<file path="src/rtl/jtlabrun_vtimer_if.sv">
// CPU configuration bus for the video timer.
// The master (CPU decode) drives the strobes, address and write data.
// The slave (jtlabrun_vtimer) returns the registered read data.
//   cpu_cen  : CPU bus enable, qualifies writes
//   cfg_cs   : register block select from the main address decode
//   cpu_rnw  : 1 = read, 0 = write
//   addr     : register address
//   cpu_dout : write data from the CPU
//   cfg_dout : read data back to the CPU
interface jtlabrun_vtimer_if;
    logic       cpu_cen;
    logic       cfg_cs;
    logic       cpu_rnw;
    logic [2:0] addr;
    logic [7:0] cpu_dout;
    logic [7:0] cfg_dout;

    modport master (output cpu_cen, cfg_cs, cpu_rnw, addr, cpu_dout, input cfg_dout);
    modport slave  (input cpu_cen, cfg_cs, cpu_rnw, addr, cpu_dout, output cfg_dout);
endinterface

</file>
<file path="src/rtl/jtlabrun_vtimer.sv">
// Video timing and CPU interrupt generator for the Labyrinth Runner core.
// This block produces the pixel and line counters, blanking and sync, and two
// interrupt pulses: gfx_irqn (one line long, at vblank start) and gfx_nmin
// (NMI_LEN pixels, every 2**NMI_PERIOD_LOG2 lines). Both pulses are gated by a
// CPU-writable control register at address 7.
// Ports:
//   clk, rstn       : system clock, asynchronous active-low reset
//   cen6            : pixel clock enable; all video timing advances on it
//   bus             : CPU config bus (slave side)
//   hdump, vdump    : pixel / line counters
//   LHBL, LVBL      : horizontal / vertical blank, active low
//   HS, VS          : horizontal / vertical sync, active high
//   flip            : screen flip, ctrl bit 3
//   gfx_irqn        : vblank interrupt, active low
//   gfx_nmin        : periodic NMI, active low
module jtlabrun_vtimer #(
    parameter int HTOTAL          = 384,
    parameter int VTOTAL          = 264,
    parameter int HB_START        = 256,
    parameter int HB_END          = 0,
    parameter int HS_START        = 304,
    parameter int HS_LEN          = 32,
    parameter int VB_START        = 240,
    parameter int VB_END          = 16,
    parameter int VS_START        = 248,
    parameter int VS_LEN          = 8,
    parameter int NMI_PERIOD_LOG2 = 5,
    parameter int NMI_LEN         = 64
) (
    input  logic             clk,
    input  logic             rstn,
    input  logic             cen6,
    jtlabrun_vtimer_if.slave bus,
    output logic [8:0]       hdump,
    output logic [8:0]       vdump,
    output logic             LHBL,
    output logic             LVBL,
    output logic             HS,
    output logic             VS,
    output logic             flip,
    output logic             gfx_irqn,
    output logic             gfx_nmin
);
    localparam logic [8:0] H_LAST   = 9'(HTOTAL - 1);
    localparam logic [8:0] V_LAST   = 9'(VTOTAL - 1);
    localparam logic [8:0] HB_ON    = 9'(HB_START);
    localparam logic [8:0] HB_OFF   = 9'(HB_END);
    localparam logic [8:0] HS_ON    = 9'(HS_START);
    localparam logic [8:0] HS_OFF   = 9'(HS_START + HS_LEN);
    localparam logic [8:0] VB_ON    = 9'(VB_START);
    localparam logic [8:0] VB_OFF   = 9'(VB_END);
    localparam logic [8:0] VS_ON    = 9'(VS_START);
    localparam logic [8:0] VS_OFF   = 9'(VS_START + VS_LEN);
    localparam logic [8:0] IRQ_LAST = 9'(HTOTAL - 1);
    localparam logic [8:0] NMI_LAST = 9'(NMI_LEN - 1);

    logic [7:0] ctrl;
    logic       nmi_en;
    logic       irq_en;
    logic [8:0] h_nx;
    logic [8:0] v_nx;
    logic       line_start;
    logic       irq_trig;
    logic       nmi_trig;
    logic [8:0] irq_cnt;
    logic [8:0] nmi_cnt;

    assign nmi_en = ctrl[0];
    assign irq_en = ctrl[1];
    assign flip   = ctrl[3];

    // Counter values after the next cen6 tick. Every timing output is decoded
    // from these so it changes on the same edge as the counters themselves.
    // NOTE: every signal written here gets a value on every path (v_nx has a
    // default first), so no latch is inferred.
    always_comb begin
        h_nx = (hdump == H_LAST) ? 9'd0 : hdump + 9'd1;
        v_nx = vdump;
        if (hdump == H_LAST) begin
            v_nx = (vdump == V_LAST) ? 9'd0 : vdump + 9'd1;
        end
    end

    assign line_start = (h_nx == 9'd0);
    assign irq_trig   = line_start && (v_nx == VB_ON);
    assign nmi_trig   = line_start && (v_nx[NMI_PERIOD_LOG2-1:0] == '0);

    // Counters, blanking and sync.
    // NOTE: state registers use non-blocking assignments so every flop samples
    // the pre-edge values, independent of statement order.
    always_ff @(posedge clk or negedge rstn) begin
        if (!rstn) begin
            hdump <= 9'd0;
            vdump <= 9'd0;
            LHBL  <= 1'b0;
            LVBL  <= 1'b0;
            HS    <= 1'b0;
            VS    <= 1'b0;
        end else if (cen6) begin
            hdump <= h_nx;
            vdump <= v_nx;
            // Blanking is set/cleared on events rather than decoded from a
            // range, because HB_END wraps past zero.
            if (h_nx == HB_ON) begin
                LHBL <= 1'b0;
            end else if (h_nx == HB_OFF) begin
                LHBL <= 1'b1;
            end
            if (line_start) begin
                if (v_nx == VB_ON) begin
                    LVBL <= 1'b0;
                end else if (v_nx == VB_OFF) begin
                    LVBL <= 1'b1;
                end
            end
            HS <= (h_nx >= HS_ON) && (h_nx < HS_OFF);
            VS <= (v_nx >= VS_ON) && (v_nx < VS_OFF);
        end
    end

    // Control register write, and registered read-back.
    always_ff @(posedge clk or negedge rstn) begin
        if (!rstn) begin
            ctrl         <= 8'h00;
            bus.cfg_dout <= 8'hff;
        end else begin
            if (bus.cpu_cen && bus.cfg_cs && !bus.cpu_rnw && bus.addr == 3'd7) begin
                ctrl <= bus.cpu_dout;
            end
            if (bus.cfg_cs && bus.cpu_rnw) begin
                case (bus.addr)
                    3'd7:    bus.cfg_dout <= ctrl;
                    3'd6:    bus.cfg_dout <= vdump[7:0];
                    default: bus.cfg_dout <= 8'hff;
                endcase
            end
        end
    end

    // Interrupt pulses. Clearing an enable cancels the pulse on the next clk
    // regardless of cen6, and the pulse is not resumed if the bit is set again;
    // only a fresh trigger with the bit set starts a new one.
    always_ff @(posedge clk or negedge rstn) begin
        if (!rstn) begin
            gfx_irqn <= 1'b1;
            irq_cnt  <= 9'd0;
        end else if (!irq_en) begin
            gfx_irqn <= 1'b1;
        end else if (cen6) begin
            if (irq_trig) begin
                gfx_irqn <= 1'b0;
                irq_cnt  <= IRQ_LAST;
            end else if (!gfx_irqn) begin
                if (irq_cnt == 9'd0) begin
                    gfx_irqn <= 1'b1;
                end else begin
                    irq_cnt <= irq_cnt - 9'd1;
                end
            end
        end
    end

    always_ff @(posedge clk or negedge rstn) begin
        if (!rstn) begin
            gfx_nmin <= 1'b1;
            nmi_cnt  <= 9'd0;
        end else if (!nmi_en) begin
            gfx_nmin <= 1'b1;
        end else if (cen6) begin
            if (nmi_trig) begin
                gfx_nmin <= 1'b0;
                nmi_cnt  <= NMI_LAST;
            end else if (!gfx_nmin) begin
                if (nmi_cnt == 9'd0) begin
                    gfx_nmin <= 1'b1;
                end else begin
                    nmi_cnt <= nmi_cnt - 9'd1;
                end
            end
        end
    end
endmodule

</file>
<file path="src/flat_wrapper.sv">
// flat-port wrapper written by rule: the top's interface ports become plain ports
module jtlabrun_vtimer_flat 
#(
    parameter int HTOTAL          = 384,
    parameter int VTOTAL          = 264,
    parameter int HB_START        = 256,
    parameter int HB_END          = 0,
    parameter int HS_START        = 304,
    parameter int HS_LEN          = 32,
    parameter int VB_START        = 240,
    parameter int VB_END          = 16,
    parameter int VS_START        = 248,
    parameter int VS_LEN          = 8,
    parameter int NMI_PERIOD_LOG2 = 5,
    parameter int NMI_LEN         = 64
)
  (clk, rstn, cen6, hdump, vdump, LHBL, LVBL, HS, VS, flip, gfx_irqn, gfx_nmin, bus_cpu_cen, bus_cfg_cs, bus_cpu_rnw, bus_addr, bus_cpu_dout, bus_cfg_dout);
  jtlabrun_vtimer_if bus_i ();
  input  logic clk;
  input  logic rstn;
  input  logic cen6;
  output logic [8:0] hdump;
  output logic [8:0] vdump;
  output logic LHBL;
  output logic LVBL;
  output logic HS;
  output logic VS;
  output logic flip;
  output logic gfx_irqn;
  output logic gfx_nmin;
  input wire logic [$bits(bus_i.cpu_cen)-1:0] bus_cpu_cen;
  input wire logic [$bits(bus_i.cfg_cs)-1:0] bus_cfg_cs;
  input wire logic [$bits(bus_i.cpu_rnw)-1:0] bus_cpu_rnw;
  input wire logic [$bits(bus_i.addr)-1:0] bus_addr;
  input wire logic [$bits(bus_i.cpu_dout)-1:0] bus_cpu_dout;
  output wire logic [$bits(bus_i.cfg_dout)-1:0] bus_cfg_dout;
  assign bus_i.cpu_cen = bus_cpu_cen;
  assign bus_i.cfg_cs = bus_cfg_cs;
  assign bus_i.cpu_rnw = bus_cpu_rnw;
  assign bus_i.addr = bus_addr;
  assign bus_i.cpu_dout = bus_cpu_dout;
  assign bus_cfg_dout = bus_i.cfg_dout;
  jtlabrun_vtimer #(.HTOTAL(HTOTAL), .VTOTAL(VTOTAL), .HB_START(HB_START), .HB_END(HB_END), .HS_START(HS_START), .HS_LEN(HS_LEN), .VB_START(VB_START), .VB_END(VB_END), .VS_START(VS_START), .VS_LEN(VS_LEN), .NMI_PERIOD_LOG2(NMI_PERIOD_LOG2), .NMI_LEN(NMI_LEN)) u_core (.clk(clk), .rstn(rstn), .cen6(cen6), .bus(bus_i), .hdump(hdump), .vdump(vdump), .LHBL(LHBL), .LVBL(LVBL), .HS(HS), .VS(VS), .flip(flip), .gfx_irqn(gfx_irqn), .gfx_nmin(gfx_nmin));
endmodule
</file>
<file path="config.mk">
export PLATFORM = sky130hd
export DESIGN_NAME = jtlabrun_vtimer_flat
export DESIGN_NICKNAME = d
export VERILOG_FILES = /design/src/rtl/jtlabrun_vtimer_if.sv /design/src/rtl/jtlabrun_vtimer.sv /design/src/flat_wrapper.sv
export SDC_FILE = /design/constraint.sdc
export NUM_CORES = 1
export LEC_CHECK = 0
export CAP_MARGIN = 25
export CORE_UTILIZATION = 37
export CTS_BUF_LIST = sky130_fd_sc_hd__clkbuf_8 sky130_fd_sc_hd__clkbuf_16
export DETAILED_ROUTE_END_ITERATION = 16
export PLACE_DENSITY = 0.6
export SYNTH_ARGS = -nofsm -noshare
export SYNTH_HDL_FRONTEND = slang
export SYNTH_SLANG_ARGS = --single-unit
</file>
<file path="constraint.sdc">
create_clock -name clk -period 6.1 [get_ports clk]
set_input_delay 1.525 -clock clk [delete_from_list [all_inputs] [get_ports clk]]
set_output_delay 1.525 -clock clk [all_outputs]
set_load 0.005 [all_outputs]
</file>
== Yosys cells after proc, flatten, opt, wreduce, memory -nomap -nowiden ==
Cells that the tools add are included.

* Magnitude comparators: 4
* $add $sub $neg: 4
* Reductions and logical operators: 19
* Equal/unequal tests: 13
* Multiplexer cells: 24

{| class="wikitable"
|+ Operators with widths
! kind !! count
|-
| $mux 9 || 9
|-
| $eq 9x9->1 const B || 3
|-
| $logic_not 9->1 || 3
|-
| $add 9x1->9 const B || 2
|-
| $lt 9x9->1 const B || 2
|-
| $sub 9x1->9 const B || 2
|-
| $pmux 8 s2 || 1
|-
| $mux 1 || 14
|-
| $eq 9x5->1 const B || 1
|-
| $eq 9x8->1 const B || 1
|-
| $ge 9x8->1 const B || 1
|-
| $ge 9x9->1 const B || 1
|-
| $logic_and 1x1->1 || 8
|-
| $ne 2x2->1 const B || 4
|-
| $reduce_and 4->1 || 2
|-
| $eq 3x3->1 const B || 2
|-
| $logic_not 5->1 || 1
|-
| $ne 2x1->1 const B || 2
|-
| $reduce_bool 2->1 || 2
|-
| $reduce_and 3->1 || 1
|-
| $reduce_and 2->1 || 1
|-
| $logic_not 1->1 || 1
|}

* Bits in registers: 58
* Input port bits: 17

== Logic depth before layout (Yosys ltp) ==
* Depth after elaboration: 8
* Gate-level depth with buffers: 10
* Mapped depth without buffers: 9

== Worst setup path after synthesis ==
OpenSTA, ideal clock, no wires.

* Path kind: input-to-reg
* From: input bus_addr[1]
* To: register u_core.ctrl[0]
* Setup time: 0.125 ns
* Data arrival time: 2.803 ns
* Stages on the path: 3
* Setup slack: 3.172 ns
* Required time: 5.975 ns
* Buffers on the path: 0
* Path through: nand3_1 -> nor3_1 -> mux2_2

* Word-level cells in the longest chain between the ends: 2

{| class="wikitable"
|+ Ends and longest elaborated chain
! what !! RTL line !! RTL
|-
| start: declaration || flat_wrapper.sv:34 || <nowiki>input wire logic [$bits(bus_i.addr)-1:0] bus_addr;</nowiki>
|-
| $eq 3x3->1 || jtlabrun_vtimer.sv:127 || <nowiki>if (bus.cpu_cen && bus.cfg_cs && !bus.cpu_rnw && bus.addr == 3'd7) begin</nowiki>
|-
| $logic_and 1x1->1 || jtlabrun_vtimer.sv:127 ||
|-
| end signal: assignment || jtlabrun_vtimer.sv:128 || <nowiki>ctrl <= bus.cpu_dout;</nowiki>
|-
| end: declaration || jtlabrun_vtimer.sv:57 || <nowiki>logic [7:0] ctrl;</nowiki>
|}

Every way passes these cells.
A chain may end at the register's enable or synchronous reset.

== Worst setup path in the final report ==
* From: input cen6
* To: register u_core.nmi_cnt[6]

* Word-level cells in the longest chain between the ends: 1

{| class="wikitable"
|+ Ends and longest elaborated chain
! what !! RTL line !! RTL
|-
| start: declaration || flat_wrapper.sv:21 || <nowiki>input logic cen6;</nowiki>
|-
| $reduce_and 4->1 (no line) || -- ||
|-
| end signal: assignment || jtlabrun_vtimer.sv:177 || <nowiki>nmi_cnt <= nmi_cnt - 9'd1;</nowiki>
|-
| end: declaration || jtlabrun_vtimer.sv:66 || <nowiki>logic [8:0] nmi_cnt;</nowiki>
|}

Every way passes these cells.

==> results.py <==
metrics = {
    "floorplanning": {
        "dieArea_mm2": 0.00948,
        "start_util_pct": 38.4,
        "io_pins": 50,
        "placeableCoreArea_mm2": 0.00876,
        "floorplan.rows": 34,
        "die_x_um": 97.4,
        "die_h_um": 97.4,
    },
    "placed_design": {
        "hpwl_um": 5460,
        "place_area_mm2": 0.00389,
        "gp_congestion": 0.858,
        "dp.cells": 506,
        "io_buffers": 49,
    },
    "critical_path": {
        "arrival_ns": 3.73,
        "cpMostUsedCell": "nand2_1",
        "crit_fanout": 31,
        "critPathKind": "primary input to register",
        "path_cells": "clkdlybuf4s50_1 > buf_4 > and2_1 > nand2_1 > nor4b_1 > nand2_1 > a31o_2",
        "crit_slowest_cell": "nor4b_1",
        "worst_setup_path_end_kind": "register",
        "critical_path_required_ns": 6.35,
        "slowest_delay_ns": 0.58,
        "startpoint_type": "primary input",
        "crit_buf_inv": 2,
        "path_depth": 7,
        "cpLargestDelayFamily": "simple AND/OR/NAND/NOR gates",
        "rr_worst_depth": 8,
    },
    "synthesis": {
        "ys_types": 61,
        "avgSynthCellArea_um2": 9.12,
        "async_flop_share_pct": 100,
        "synth_fp_nets": 391,
        "synth_top_area_share_pct": 35.7,
        "yosysSeqAreaShare_pct": 43.5,
        "synth-edff-count": 0,
        "netlist_area_mm2": 0.00336,
        "ys_warn_count": 0,
        "synth_top_cell_by_area": "dfrtp_1",
        "ys.flop_type": "dfrtp_1",
        "synth.area.top_cells": "dfrtp_1, dfstp_2, nand2_1",
        "synthesis.instances": 369,
        "synth-seq-cells": 58,
    },
    "sta": {
        "drv_slew": 0,
        "setup_viol": 0,
        "setup-tns-final_ns": 0,
        "fmax_mhz": 287,
        "relSlewSlack_pct": 50.8,
        "period_needed_ns": 3.48,
        "worst_pin_slew_ns": 0.738,
        "period_share_pct": 57.1,
        "hold_violations": 0,
        "rsz0062_at_grt": "false",
        "skew_ns": 0.00901,
    },
    "hold_path": {
        "min_path_type": "register to register",
        "min_path_cells": 2,
    },
    "cts": {
        "clock_latency_ns": 0.35,
        "cts_buffers": 9,
        "clkTransAtPathRegs_ns": 0.08,
        "cts_root_buffer": "clkbuf_8",
        "post_cts_buffers": 0,
        "cts.sinks": 58,
        "clk_path_buf_depth": 2,
        "cts_resized": 0,
        "cts-htree-levels": 3,
        "cts_tree": "done",
        "hold_buffers": 0,
    },
    "drt": {
        "drt-pass1-iter-count": 4,
        "ant_nets": 0,
        "drt-total-wl_um": 7930,
        "routedWlPerCell_um": 15.2,
        "drt_iter0_drc": 115,
        "vias": 2871,
        "drc_errors": 0,
        "vias_per_cell": 5.50,
    },
    "final_layout": {
        "antenna_cells": 0,
        "nNetsFinal": 431,
        "final_area_mm2": 0.00410,
        "area_growth_pct": 21.8,
        "drive_above_1_share_pct": 14.0,
        "layout.cells.non_filler": 522,
        "finish.utilization_pct": 46.7,
    },
    "global_route": {
        "grt-ovfl-total": 0,
        "grt_first_pass_wirelength_um": 13600,
        "antenna_found_initial": 0,
        "grt_max_degree": 59,
        "grt_pass1_vias": 2861,
        "grt_usage_pct": 17.8,
    },
    "run_status": {
        "status": "finished clean",
    },
    "power": {
        "power.leakage_nw": 1.65,
        "p_per_area_mw_per_mm2": 276,
        "peakVddDrop_mv": 0.131,
        "power_mw": 1.13,
    },
    "flow_run": {
        "drv_cap": 0,
    },
}
==> per-layer routing <==
| metal | up-vias | GRT usage, % | wire [µm] |
|---|---|---|---|
| met4 | 0 | 5.09 | 71 |
| met3 | 8 | 6.12 | 424 |
| met1 | 1375 | 23.7 | 3940 |
| met5 | - | 0 | 0 |
| li1 | 1416 | - | - |
| met2 | 72 | 27.4 | 3490 |
==> cell families (layout without fill, tap and decap cells) <==
group | Yosys count | after routing | share of synthesized area (%)
muxes | 14 | 14 | 4.57
AOI/OAI and AO/OA | 92 | 92 | 18.9
xor gates and xnor gates | 12 | 12 | 3.12
DFF | 58 | 58 | 43.5
and+or+nand+nor | 155 | 155 | 23.5
buffers and inverters | 33 | 78 | 4.50
adders and majority gates | 5 | 5 | 1.86
==> flip-flops by register name, summed over array words and instances, names as in the netlist <==
register and flops:
u_core.hdump 9, u_core.irq_cnt 9, u_core.nmi_cnt 9, u_core.vdump 9
u_core.bus.cfg_dout 8, u_core.ctrl 8, u_core.HS 1, u_core.LHBL 1
u_core.LVBL 1, u_core.VS 1, u_core.gfx_irqn 1, u_core.gfx_nmin 1
==> through the flow <==
stage / hold slack (ns) / setup slack, ns
final: 0.479 / 2.62
after global routing: 0.510 / 2.42
after CTS: 0.482 / 2.64
after detailed placement: 0.472 / 2.27
after global placement: 0.466 / 2.28
after floorplan: 0.450 / 3.17
==> cell usage after synthesis (3+ instances only) <==
cell type	number
a2bb2oi_2	3
nor3_1	15
mux2i_1	3
buf_4	3
and4_1	3
a22oi_1	3
a311oi_1	3
and3_1	9
dfstp_2	10
or3_1	3
xor2_1	4
a21oi_1	20
nor2b_1	4
nor2_1	38
inv_1	10
o21ai_0	19
o31ai_1	3
buf_2	7
nand4_1	3
mux2_2	11
clkbuf_1	11
nand2_1	43
dfrtp_1	48
ha_1	5
a211oi_1	5
a21o_1	3
xnor2_1	8
o22ai_1	8
a31oi_1	5
a31o_2	3
nand3_1	16
==> cells in the final DEF (no fill, tap or decap), drive strengths merged, types with 10 or more instances in the layout <==
cell type,count
clkdlybuf4s50,48
nand3,17
inv,11
nor3,16
o21ai,22
dfstp,10
nor2,39
mux2,11
nand2,43
dfrtp,48
a21oi,20
==> worst paths after layout <==
kind	startpoint	end	slack, ns
max	cen6	u_core.nmi_cnt[6]$_DFFE_PN0P_	2.62
min	u_core.bus.cfg_dout[7]$_DFFE_PN1P_	u_core.bus.cfg_dout[7]$_DFFE_PN1P_	0.48
max reg2reg	u_core.hdump[0]$_DFFE_PN0P_	u_core.nmi_cnt[7]$_DFFE_PN0P_	3.04
min reg2reg	u_core.bus.cfg_dout[7]$_DFFE_PN1P_	u_core.bus.cfg_dout[7]$_DFFE_PN1P_	0.48
max in group asynchronous	rstn	u_core.irq_cnt[3]$_DFFE_PN0P_	4.29
min in group asynchronous	rstn	u_core.nmi_cnt[6]$_DFFE_PN0P_	1.32
==> worst reg2reg max path: cells and delay by family, from the launching register on <==
kind,cells,cell delay (ns)
adder cells (fa/ha/maj),1,0.29
flip-flops,1,0.46
AND/OR/NAND/NOR,4,1.28
AO/OA/AOI/OAI,3,0.93
==> power breakdown <==
part           switching, mW  internal (mW)  total, mW
combinational          0.105          0.142      0.247
sequential            0.0755          0.438      0.514
clock                  0.177          0.191      0.368
total                  0.357          0.771       1.13
==> area by class of cell <==
cell class / instances / area [µm²]
Timing Repair Buffer: 52 / 508
Fill cell: 858 / 4670
Clock inverter: 7 / 78.8
Inverter: 10 / 37.5
Sequential cell: 58 / 1460
Tap cell: 108 / 135
Clock buffer: 9 / 124
Multi-Input combinational cell: 278 / 1750
Note: power is estimated with default switching activity, not from simulation.
